File: config.mk
export PLATFORM = sky130hd
export DESIGN_NAME = load_store_unit_flat
export DESIGN_NICKNAME = d
export VERILOG_FILES = /design/src/rtl/load_store_unit_if.sv /design/src/rtl/load_store_unit.sv /design/src/flat_wrapper.sv
export SDC_FILE = /design/constraint.sdc
export NUM_CORES = 1
export LEC_CHECK = 0
export ABC_AREA = 1
export ABC_CLOCK_PERIOD_IN_PS = 1910
export CAP_MARGIN = 20
export CORE_MARGIN = 5
export CORE_UTILIZATION = 39
export DETAILED_ROUTE_END_ITERATION = 10
export PLACE_DENSITY = 0.73
export SLEW_MARGIN = 30
export SYNTH_ARGS = -nofsm -noshare
export SYNTH_HDL_FRONTEND = slang
export SYNTH_SLANG_ARGS = --single-unit
File: constraint.sdc
create_clock -name clk -period 1.91 [get_ports clk]
set_input_delay 0.191 -clock clk [delete_from_list [all_inputs] [get_ports clk]]
set_output_delay 0.191 -clock clk [all_outputs]
set_load 0.01 [all_outputs]
File: src/rtl/load_store_unit_if.sv
// Core-side request/response and memory-side bus of the load/store unit.
// The slave modport is the LSU view; master is the surrounding core + memory.
interface load_store_unit_if;
  logic        req_valid;
  logic        req_we;
  logic [2:0]  req_funct3;
  logic [31:0] req_addr;
  logic [31:0] req_wdata;
  logic        stall;
  logic        rsp_valid;
  logic [31:0] rsp_rdata;
  logic        fault;
  logic [1:0]  fault_cause;
  logic        mem_req;
  logic        mem_we;
  logic [31:0] mem_addr;
  logic [31:0] mem_wdata;
  logic [3:0]  mem_be;
  logic        mem_ready;
  logic [31:0] mem_rdata;

  modport slave (
    input  req_valid, req_we, req_funct3, req_addr, req_wdata, mem_ready, mem_rdata,
    output stall, rsp_valid, rsp_rdata, fault, fault_cause,
    output mem_req, mem_we, mem_addr, mem_wdata, mem_be
  );

  modport master (
    output req_valid, req_we, req_funct3, req_addr, req_wdata, mem_ready, mem_rdata,
    input  stall, rsp_valid, rsp_rdata, fault, fault_cause,
    input  mem_req, mem_we, mem_addr, mem_wdata, mem_be
  );
endinterface

File: src/rtl/load_store_unit.sv
// Multi-cycle load/store stage: validates the access, drives one word-aligned memory
// transaction with a ready/timeout handshake and returns extended load data or a fault.
module load_store_unit #(
  parameter int unsigned TIMEOUT = 16
) (
  input logic              clk,
  input logic              reset,
  load_store_unit_if.slave bus
);

  typedef enum logic [1:0] {StIdle, StReq, StErr, StDone} state_e;

  localparam logic [7:0] CntLast = 8'(TIMEOUT - 1);

  state_e      state_q;
  logic        we_q;
  logic [2:0]  funct3_q;
  logic [1:0]  off_q;
  logic [7:0]  cnt_q;
  logic [1:0]  err_cause_q;
  logic        mem_req_q;
  logic        mem_we_q;
  logic [31:0] mem_addr_q;
  logic [31:0] mem_wdata_q;
  logic [3:0]  mem_be_q;
  logic        rsp_valid_q;
  logic        fault_q;
  logic [1:0]  fault_cause_q;
  logic [31:0] rsp_rdata_q;

  logic        illegal;
  logic        misaligned;
  logic [31:0] st_wdata;
  logic [3:0]  st_be;
  logic [31:0] ld_shifted;
  logic [31:0] ld_data;

  // Request decode, evaluated on the live request while idle.
  always_comb begin
    illegal    = 1'b0;
    misaligned = 1'b0;
    if (bus.req_we) begin
      illegal = bus.req_funct3[2] | (bus.req_funct3[1:0] == 2'b11);
    end else begin
      illegal = (bus.req_funct3 == 3'b011) | (bus.req_funct3 == 3'b110) |
                (bus.req_funct3 == 3'b111);
    end
    misaligned = ((bus.req_funct3[1:0] == 2'b01) & bus.req_addr[0]) |
                 ((bus.req_funct3[1:0] == 2'b10) & (bus.req_addr[1:0] != 2'b00));
  end

  always_comb begin
    st_wdata = bus.req_wdata;
    st_be    = 4'b1111;
    case (bus.req_funct3[1:0])
      2'b00: begin
        st_wdata = {4{bus.req_wdata[7:0]}};
        st_be    = 4'b0001 << bus.req_addr[1:0];
      end
      2'b01: begin
        st_wdata = {2{bus.req_wdata[15:0]}};
        st_be    = 4'b0011 << bus.req_addr[1:0];
      end
      default: begin
        st_wdata = bus.req_wdata;
        st_be    = 4'b1111;
      end
    endcase
  end

  // Words are always naturally aligned, so the shift is a no-op for LW.
  always_comb begin
    ld_shifted = bus.mem_rdata >> {off_q, 3'b000};
    case (funct3_q)
      3'b000:  ld_data = {{24{ld_shifted[7]}}, ld_shifted[7:0]};
      3'b001:  ld_data = {{16{ld_shifted[15]}}, ld_shifted[15:0]};
      3'b100:  ld_data = {24'h0, ld_shifted[7:0]};
      3'b101:  ld_data = {16'h0, ld_shifted[15:0]};
      default: ld_data = ld_shifted;
    endcase
  end

  always_ff @(posedge clk) begin
    if (reset) begin
      state_q       <= StIdle;
      we_q          <= 1'b0;
      funct3_q      <= 3'b000;
      off_q         <= 2'b00;
      cnt_q         <= 8'd0;
      err_cause_q   <= 2'b00;
      mem_req_q     <= 1'b0;
      mem_we_q      <= 1'b0;
      mem_addr_q    <= 32'h0;
      mem_wdata_q   <= 32'h0;
      mem_be_q      <= 4'h0;
      rsp_valid_q   <= 1'b0;
      fault_q       <= 1'b0;
      fault_cause_q <= 2'b00;
      rsp_rdata_q   <= 32'h0;
    end else begin
      unique case (state_q)
        StIdle: begin
          if (bus.req_valid) begin
            we_q     <= bus.req_we;
            funct3_q <= bus.req_funct3;
            off_q    <= bus.req_addr[1:0];
            if (illegal) begin
              state_q     <= StErr;
              err_cause_q <= 2'b10;
            end else if (misaligned) begin
              state_q     <= StErr;
              err_cause_q <= 2'b01;
            end else begin
              state_q     <= StReq;
              mem_req_q   <= 1'b1;
              mem_we_q    <= bus.req_we;
              mem_addr_q  <= {bus.req_addr[31:2], 2'b00};
              mem_wdata_q <= bus.req_we ? st_wdata : 32'h0;
              mem_be_q    <= bus.req_we ? st_be : 4'h0;
            end
          end
        end
        StReq: begin
          // Ready beats timeout when both land in the same cycle.
          if (bus.mem_ready) begin
            state_q       <= StDone;
            cnt_q         <= 8'd0;
            mem_req_q     <= 1'b0;
            mem_we_q      <= 1'b0;
            mem_wdata_q   <= 32'h0;
            mem_be_q      <= 4'h0;
            rsp_valid_q   <= 1'b1;
            fault_q       <= 1'b0;
            fault_cause_q <= 2'b00;
            rsp_rdata_q   <= we_q ? 32'h0 : ld_data;
          end else if (cnt_q == CntLast) begin
            state_q     <= StErr;
            err_cause_q <= 2'b11;
            cnt_q       <= 8'd0;
            mem_req_q   <= 1'b0;
            mem_we_q    <= 1'b0;
            mem_wdata_q <= 32'h0;
            mem_be_q    <= 4'h0;
          end else begin
            cnt_q <= cnt_q + 8'd1;
          end
        end
        StErr: begin
          state_q       <= StDone;
          rsp_valid_q   <= 1'b1;
          fault_q       <= 1'b1;
          fault_cause_q <= err_cause_q;
          rsp_rdata_q   <= 32'h0;
        end
        StDone: begin
          state_q       <= StIdle;
          cnt_q         <= 8'd0;
          err_cause_q   <= 2'b00;
          rsp_valid_q   <= 1'b0;
          fault_q       <= 1'b0;
          fault_cause_q <= 2'b00;
        end
      endcase
    end
  end

  assign bus.stall       = bus.req_valid & (state_q != StDone);
  assign bus.rsp_valid   = rsp_valid_q;
  assign bus.rsp_rdata   = rsp_rdata_q;
  assign bus.fault       = fault_q;
  assign bus.fault_cause = fault_cause_q;
  assign bus.mem_req     = mem_req_q;
  assign bus.mem_we      = mem_we_q;
  assign bus.mem_addr    = mem_addr_q;
  assign bus.mem_wdata   = mem_wdata_q;
  assign bus.mem_be      = mem_be_q;

endmodule

File: src/flat_wrapper.sv
// flat-port wrapper written by rule: the top's interface ports become plain ports
module load_store_unit_flat 
#(
  parameter int unsigned TIMEOUT = 16
)
  (clk, reset, bus_req_valid, bus_req_we, bus_req_funct3, bus_req_addr, bus_req_wdata, bus_mem_ready, bus_mem_rdata, bus_stall, bus_rsp_valid, bus_rsp_rdata, bus_fault, bus_fault_cause, bus_mem_req, bus_mem_we, bus_mem_addr, bus_mem_wdata, bus_mem_be);
  load_store_unit_if bus_i ();
  input logic clk;
  input logic reset;
  input wire logic [$bits(bus_i.req_valid)-1:0] bus_req_valid;
  input wire logic [$bits(bus_i.req_we)-1:0] bus_req_we;
  input wire logic [$bits(bus_i.req_funct3)-1:0] bus_req_funct3;
  input wire logic [$bits(bus_i.req_addr)-1:0] bus_req_addr;
  input wire logic [$bits(bus_i.req_wdata)-1:0] bus_req_wdata;
  input wire logic [$bits(bus_i.mem_ready)-1:0] bus_mem_ready;
  input wire logic [$bits(bus_i.mem_rdata)-1:0] bus_mem_rdata;
  output wire logic [$bits(bus_i.stall)-1:0] bus_stall;
  output wire logic [$bits(bus_i.rsp_valid)-1:0] bus_rsp_valid;
  output wire logic [$bits(bus_i.rsp_rdata)-1:0] bus_rsp_rdata;
  output wire logic [$bits(bus_i.fault)-1:0] bus_fault;
  output wire logic [$bits(bus_i.fault_cause)-1:0] bus_fault_cause;
  output wire logic [$bits(bus_i.mem_req)-1:0] bus_mem_req;
  output wire logic [$bits(bus_i.mem_we)-1:0] bus_mem_we;
  output wire logic [$bits(bus_i.mem_addr)-1:0] bus_mem_addr;
  output wire logic [$bits(bus_i.mem_wdata)-1:0] bus_mem_wdata;
  output wire logic [$bits(bus_i.mem_be)-1:0] bus_mem_be;
  assign bus_i.req_valid = bus_req_valid;
  assign bus_i.req_we = bus_req_we;
  assign bus_i.req_funct3 = bus_req_funct3;
  assign bus_i.req_addr = bus_req_addr;
  assign bus_i.req_wdata = bus_req_wdata;
  assign bus_i.mem_ready = bus_mem_ready;
  assign bus_i.mem_rdata = bus_mem_rdata;
  assign bus_stall = bus_i.stall;
  assign bus_rsp_valid = bus_i.rsp_valid;
  assign bus_rsp_rdata = bus_i.rsp_rdata;
  assign bus_fault = bus_i.fault;
  assign bus_fault_cause = bus_i.fault_cause;
  assign bus_mem_req = bus_i.mem_req;
  assign bus_mem_we = bus_i.mem_we;
  assign bus_mem_addr = bus_i.mem_addr;
  assign bus_mem_wdata = bus_i.mem_wdata;
  assign bus_mem_be = bus_i.mem_be;
  load_store_unit #(.TIMEOUT(TIMEOUT)) u_core (.clk(clk), .reset(reset), .bus(bus_i));
endmodule
# After elaboration in Yosys (flattened, before gate mapping)
# Index checks and enable logic that the tools add are counted.
# word_totals
memories	0
mem_bits_rw	0
latch_bits	0
in_bits	104
mem_bits_ro	0
out_inout_bits	107
wordCells	118
ff_bits	122
# classes
mul	0
n_addsub	1
n_bitwise	9
div_mod_pow	0
shifts	3
magnitude_cmp	0
n_eq_ne	22
mux	52
reduce_logical	16
# op_table
op	n
2-to-1 mux 32 bit	8
one-hot mux 32 bit (2 select lines)	3
one-hot mux 32 bit (4 select lines)	1
right shift 32 x 5 -> 32 bit	1
2-to-1 mux 4 bit	6
2-to-1 mux 2 bit	11
2-to-1 mux 8 bit	2
one-hot mux 4 bit (2 select lines)	2
one-hot mux 8 bit (2 select lines)	1
== test 3 bit, second input constant	4
!= test 2 bit, second input constant	6
one-hot mux 2 bit (3 select lines)	2
2-to-1 mux 1 bit	11
AND reduction 5 bit	2
adder 8 x 1 -> 8 bit, second input constant	1
== test 2 bit, second input constant	4
== test 8 x 4 -> 1 bit, second input constant	1
one-hot mux 2 bit (4 select lines)	1
AND reduction 2 bit	4
nonzero test 2 bit	4
one-hot mux 1 bit (3 select lines)	2
nonzero test 3 bit	2
== test 2 x 1 -> 1 bit, second input constant	2
zero test 2 bit	2
other kinds (13)	20

# Longest topological paths before layout
# logic_depth
depth_word	7
mapped_depth	11
mapped_depth_nobuf	9

# Least setup slack after synthesis
# OpenSTA, ideal clock, no wires.
# synth_path
path_type	register -> register
start	register u_core.state_q[0]
end	register u_core.mem_wdata_q[19], in the netlist u_core.bus.mem_wdata[19]
period_less_slack_ns	1.680
n_path_buf	2
arrival_ns	1.547
path_stages_with_launch	12
setup_slack_ns	0.230
path_cell_list	dfxtp_1 > inv_1 > ha_1 > nand2_2 > inv_1 > nand4_2 > nand2_2 > nand2_1 > buf_4 > buf_6 > nand2_1 > a21oi_1
# synth_via
elab_chain_len	3
elab_cells_between_ends	9
cone_classes	eq/ne (5); mux (1); reduce/logical (3)
# synth_rtl
element	line	rtl
start: declaration	load_store_unit.sv:15	state_e state_q;
start signal: assignment	load_store_unit.sv:85	state_q <= StIdle;
start signal: assignment	load_store_unit.sv:108	state_q <= StErr;
start signal: assignment	load_store_unit.sv:111	state_q <= StErr;
== test 2 x 1 -> 1 bit / zero test 2 bit (equally long branches)	load_store_unit.sv:101	unique case (state_q)
!= test 3 x 2 -> 1 bit (no source line) (tied with other cells)	--	
AND reduction 5 bit (no source line)	--	
end signal: assignment	load_store_unit.sv:118	mem_wdata_q <= bus.req_we ? st_wdata : 32'h0;
end: declaration	load_store_unit.sv:24	logic [31:0] mem_wdata_q;
# Parallel ways exist; a longest one is shown, timed or not.
# A chain may end at the register's enable or synchronous reset.

# Final worst setup path
# layout_path
start	register u_core.state_q[0]
end	register u_core.mem_wdata_q[31], in the netlist u_core.bus.mem_wdata[31]
# The elaborated chain is that of the path after synthesis.

==> results.sh <==
export IMPL_postCtsSetupRepairBufs=0
export IMPL_max_slew_margin_pct=38.8
export IMPL_cts_made_buffers=17
export IMPL_synth_seq_area_share_pct=40.3
export IMPL_gp_congestion=0.900
export IMPL_h_tree_depth=4
export IMPL_syn_area_sq_mm=0.00607
export IMPL_synth_adder_area_share_pct=1.24
export IMPL_postRouteAntennaNets=0
export IMPL_arrival_ps=2030
export IMPL_yosys_area_share_simple_pct=33.0
export IMPL_clk_pin_slew_ps=60
export IMPL_synthMuxAreaShare_pct=0
export IMPL_place_hpwl_mm=14.0
export IMPL_insertion_delay_ps=420
export IMPL_max_freq_mhz=562
export IMPL_core_area_sq_mm=0.0153
export IMPL_power_leakage_nw=3.63
export IMPL_vias=6654
export IMPL_pwr_share_clk_pct=33.0
export IMPL_vias_per_cell=4.93
export IMPL_synth_compound_area_share_pct=15.9
export IMPL_area_growth_pct=50.4
export IMPL_use_met1_pct=25.7
export IMPL_p_int_mw=7.15
export IMPL_powerDensity_mw_per_mm2=1210
export IMPL_ys_seq_elements=122
export IMPL_grt_overflow_total=0
export IMPL_synth_cells=921
export IMPL_synth_distinct_cells=26
export IMPL_finClkSkew_ps=9.08
export IMPL_grt_pass1_vias=6160
export IMPL_final_cell_mix="nand2_1 (257), clkdlybuf4s50_1 (206), a21oi_1 (122)"
export IMPL_dpl_cell_area_sq_mm=0.00843
export IMPL_synth_area_per_cell_sq_um=6.59
export IMPL_maxCapViolCount=0
export IMPL_comb_power_share_pct=38.2
export IMPL_seq_power_share_pct=28.8
export IMPL_status="complete, no violations"
export IMPL_hold_buffers=0
export IMPL_sw_frac_of_total_pct=35.1
export IMPL_nets=1235
export IMPL_grtUsageTotal_pct=20.8
export IMPL_antenna_found_initial=0
export IMPL_met2_usage_pct=33.3
export IMPL_cp_max_fo=31
export IMPL_finalMaxSlewViolations=0
export IMPL_holdCritPathClass="input pin to register"
export IMPL_die_width_um=135
export IMPL_diodes=0
export IMPL_synth_top_family_by_area="simple AND/OR/NAND/NOR gates"
export IMPL_cts_tree="done"
export IMPL_io_pins=211
export IMPL_fin_crit_ps=1780
export IMPL_cp_end_kind="register"
export IMPL_clock_sinks=122
export IMPL_slowest_stage="dfxtp_2"
export IMPL_worst_pin_slew_ps=918
export IMPL_numPortBuffers=208
export IMPL_fin_area_sq_mm=0.00913
export IMPL_netSwitchingPower_mw=3.86
export IMPL_wl_per_cell_um=14.2
export IMPL_critPathLaunchType="register"
export IMPL_ys_warn_count=0
export IMPL_dr_first_iter_drc_count=364
export IMPL_critPathMaxStageDelay_ps=360
export IMPL_busiest_layer="met2"
export IMPL_required_ps=2160
export IMPL_layout_commonest_cell="nand2_1"
export IMPL_met3_usage_pct=7.49
export IMPL_initial_core_util_pct=39.8
export IMPL_drt_pre_antenna_iters=5
export IMPL_postRouteWirelength_mm=19.2
export IMPL_worstPathCellList="inv_1, ha_2, nand2_2, inv_1, nand4_2, nand2_2, nand2_1, buf_12, nand2_1, a21oi_1"
export IMPL_setup_tns_ps=0
export IMPL_clockBufferDepth=2
export IMPL_std_cell_rows=45
export IMPL_finalCritPeriodShare_pct=93.1
export IMPL_remaining_drc_errors=0
export IMPL_max_vdd_ir_drop_uv=911
export IMPL_drive_gt1_share_pct=7.91
export IMPL_die_area_sq_mm=0.0182
export IMPL_setup_worst_path_class="register to register"
export IMPL_clock_tree_root_cell="clkbuf_16"
export IMPL_fp_dieH_um=135
export IMPL_hold_violations=0
export IMPL_setup_viol_count_final=0
export IMPL_grt_max_degree=82
export IMPL_synthXorXnorAreaFrac_pct=0
export IMPL_cts_resized=0
export IMPL_grt_pass1_wl_mm=30.7
## layer usage
| metal | part of all wire, % | routed length [um] |
|---|---|---|
| met1 | 42 | 8080 |
| met3 | 8.9 | 1710 |
| met2 | 47 | 9030 |
| met5 | 0 | 0 |
| met4 | 2.0 | 393 |
## power by group through the flow
stage	Combinational (mW)	Clock [mW]	Sequential, mW
6_report	4.20	3.63	3.18
5_1_grt	4.66	3.84	3.23
4_1_cts	4.18	3.70	3.17
3_5_place_dp	4.16	0	3.22
3_3_place_gp	4.12	0	3.21
2_1_floorplan	2.42	0	3.30
## synthesized netlist by cell type
cell type	n	area share, %
nand2_1	257	16
a21oi_1	122	10
dfxtp_1	122	40
nor2_1	102	6.3
nand3_1	76	6.3
o21ai_0	56	4.6
inv_1	53	3.3
clkbuf_1	31	1.9
nor3_1	28	2.3
buf_2	14	1.2
nand4_1	11	1.1
buf_4	10	1.2
buf_6	8	1.5
o211ai_1	7	0.87
ha_1	6	1.2
inv_2	4	0.25
nand2_2	3	0.31
buf_1	2	0.12
nand3_2	2	0.33
a211oi_1	1	0.12
a221oi_1	1	0.14
clkinv_1	1	0.062
conb_1	1	0.062
nand4_2	1	0.21
nor3_4	1	0.27
o21ai_1	1	0.082
## path summary, 6_finish.rpt
kind | to | start | cells past startpoint | slack (ps)
min reg2reg | u_core.bus.mem_wdata[7]$_SDFFE_PP0P_ | u_core.bus.mem_wdata[7]$_SDFFE_PP0P_ | 2 | 460
max | u_core.bus.mem_wdata[31]$_SDFFE_PP0P_ | u_core.state_q[0]$_SDFFE_PP0P_ | 10 | 130
max reg2reg | u_core.bus.mem_wdata[31]$_SDFFE_PP0P_ | u_core.state_q[0]$_SDFFE_PP0P_ | 10 | 130
min | u_core.cnt_q[5]$_SDFFE_PP0P_ | reset | 4 | 250
## state kept, by name, indices dropped and copies added (netlist names)
register                flops
u_core.bus.mem_we           1
u_core.bus.mem_addr        30
u_core.bus.mem_wdata       32
u_core.bus.rsp_rdata       32
u_core.bus.mem_be           4
u_core.we_q                 1
u_core.bus.mem_req          1
u_core.funct3_q             3
u_core.off_q                2
u_core.bus.fault_cause      2
u_core.cnt_q                8
u_core.err_cause_q          2
u_core.state_q              2
u_core.bus.rsp_valid        1
u_core.bus.fault            1
## final cells by class
type | instances | area (sq um)
clock buffers | 20 | 467
clock inverters | 12 | 209
fillers | 1478 | 6130
inverters | 58 | 218
multi-input cells | 677 | 3070
flip-flops and latches | 122 | 2440
well taps | 211 | 264
repair buffers | 249 | 2450
## kinds of logic (layout without fill, tap and decap cells)
logic type / after synthesis / count (layout)
compound gates: 188 / 188
fa+ha+maj: 6 / 6
buf+inv: 123 / 339
flops: 122 / 122
other cells: 1 / 2
simple gates: 481 / 481
## critical path: cells and delay by family (launching register included)
family	cells	cell delay, ps
AND/OR/NAND/NOR	5	530
adder cells (fa/ha/maj)	1	240
flip-flops	1	360
AO/OA/AOI/OAI	1	60
buffers and inverters	3	430
## per-stage QoR
step / utilization [%] / hold WS (ps) / total power [mW] / instances / worst slack (ps)
floorplan: - / 339 / 5.72 / 922 / 230
global placement: 55.2 / 446 / 7.34 / 1317 / 72.8
detailed placement: 55.2 / 454 / 7.38 / 1317 / -17.4
CTS: 59.7 / 239 / 11.1 / 1349 / 9.44
global route: 59.8 / 303 / 11.7 / 1349 / -22.8
finish: 59.8 / 252 / 11.0 / 1349 / 132
Power figures use the tool's default switching activity.
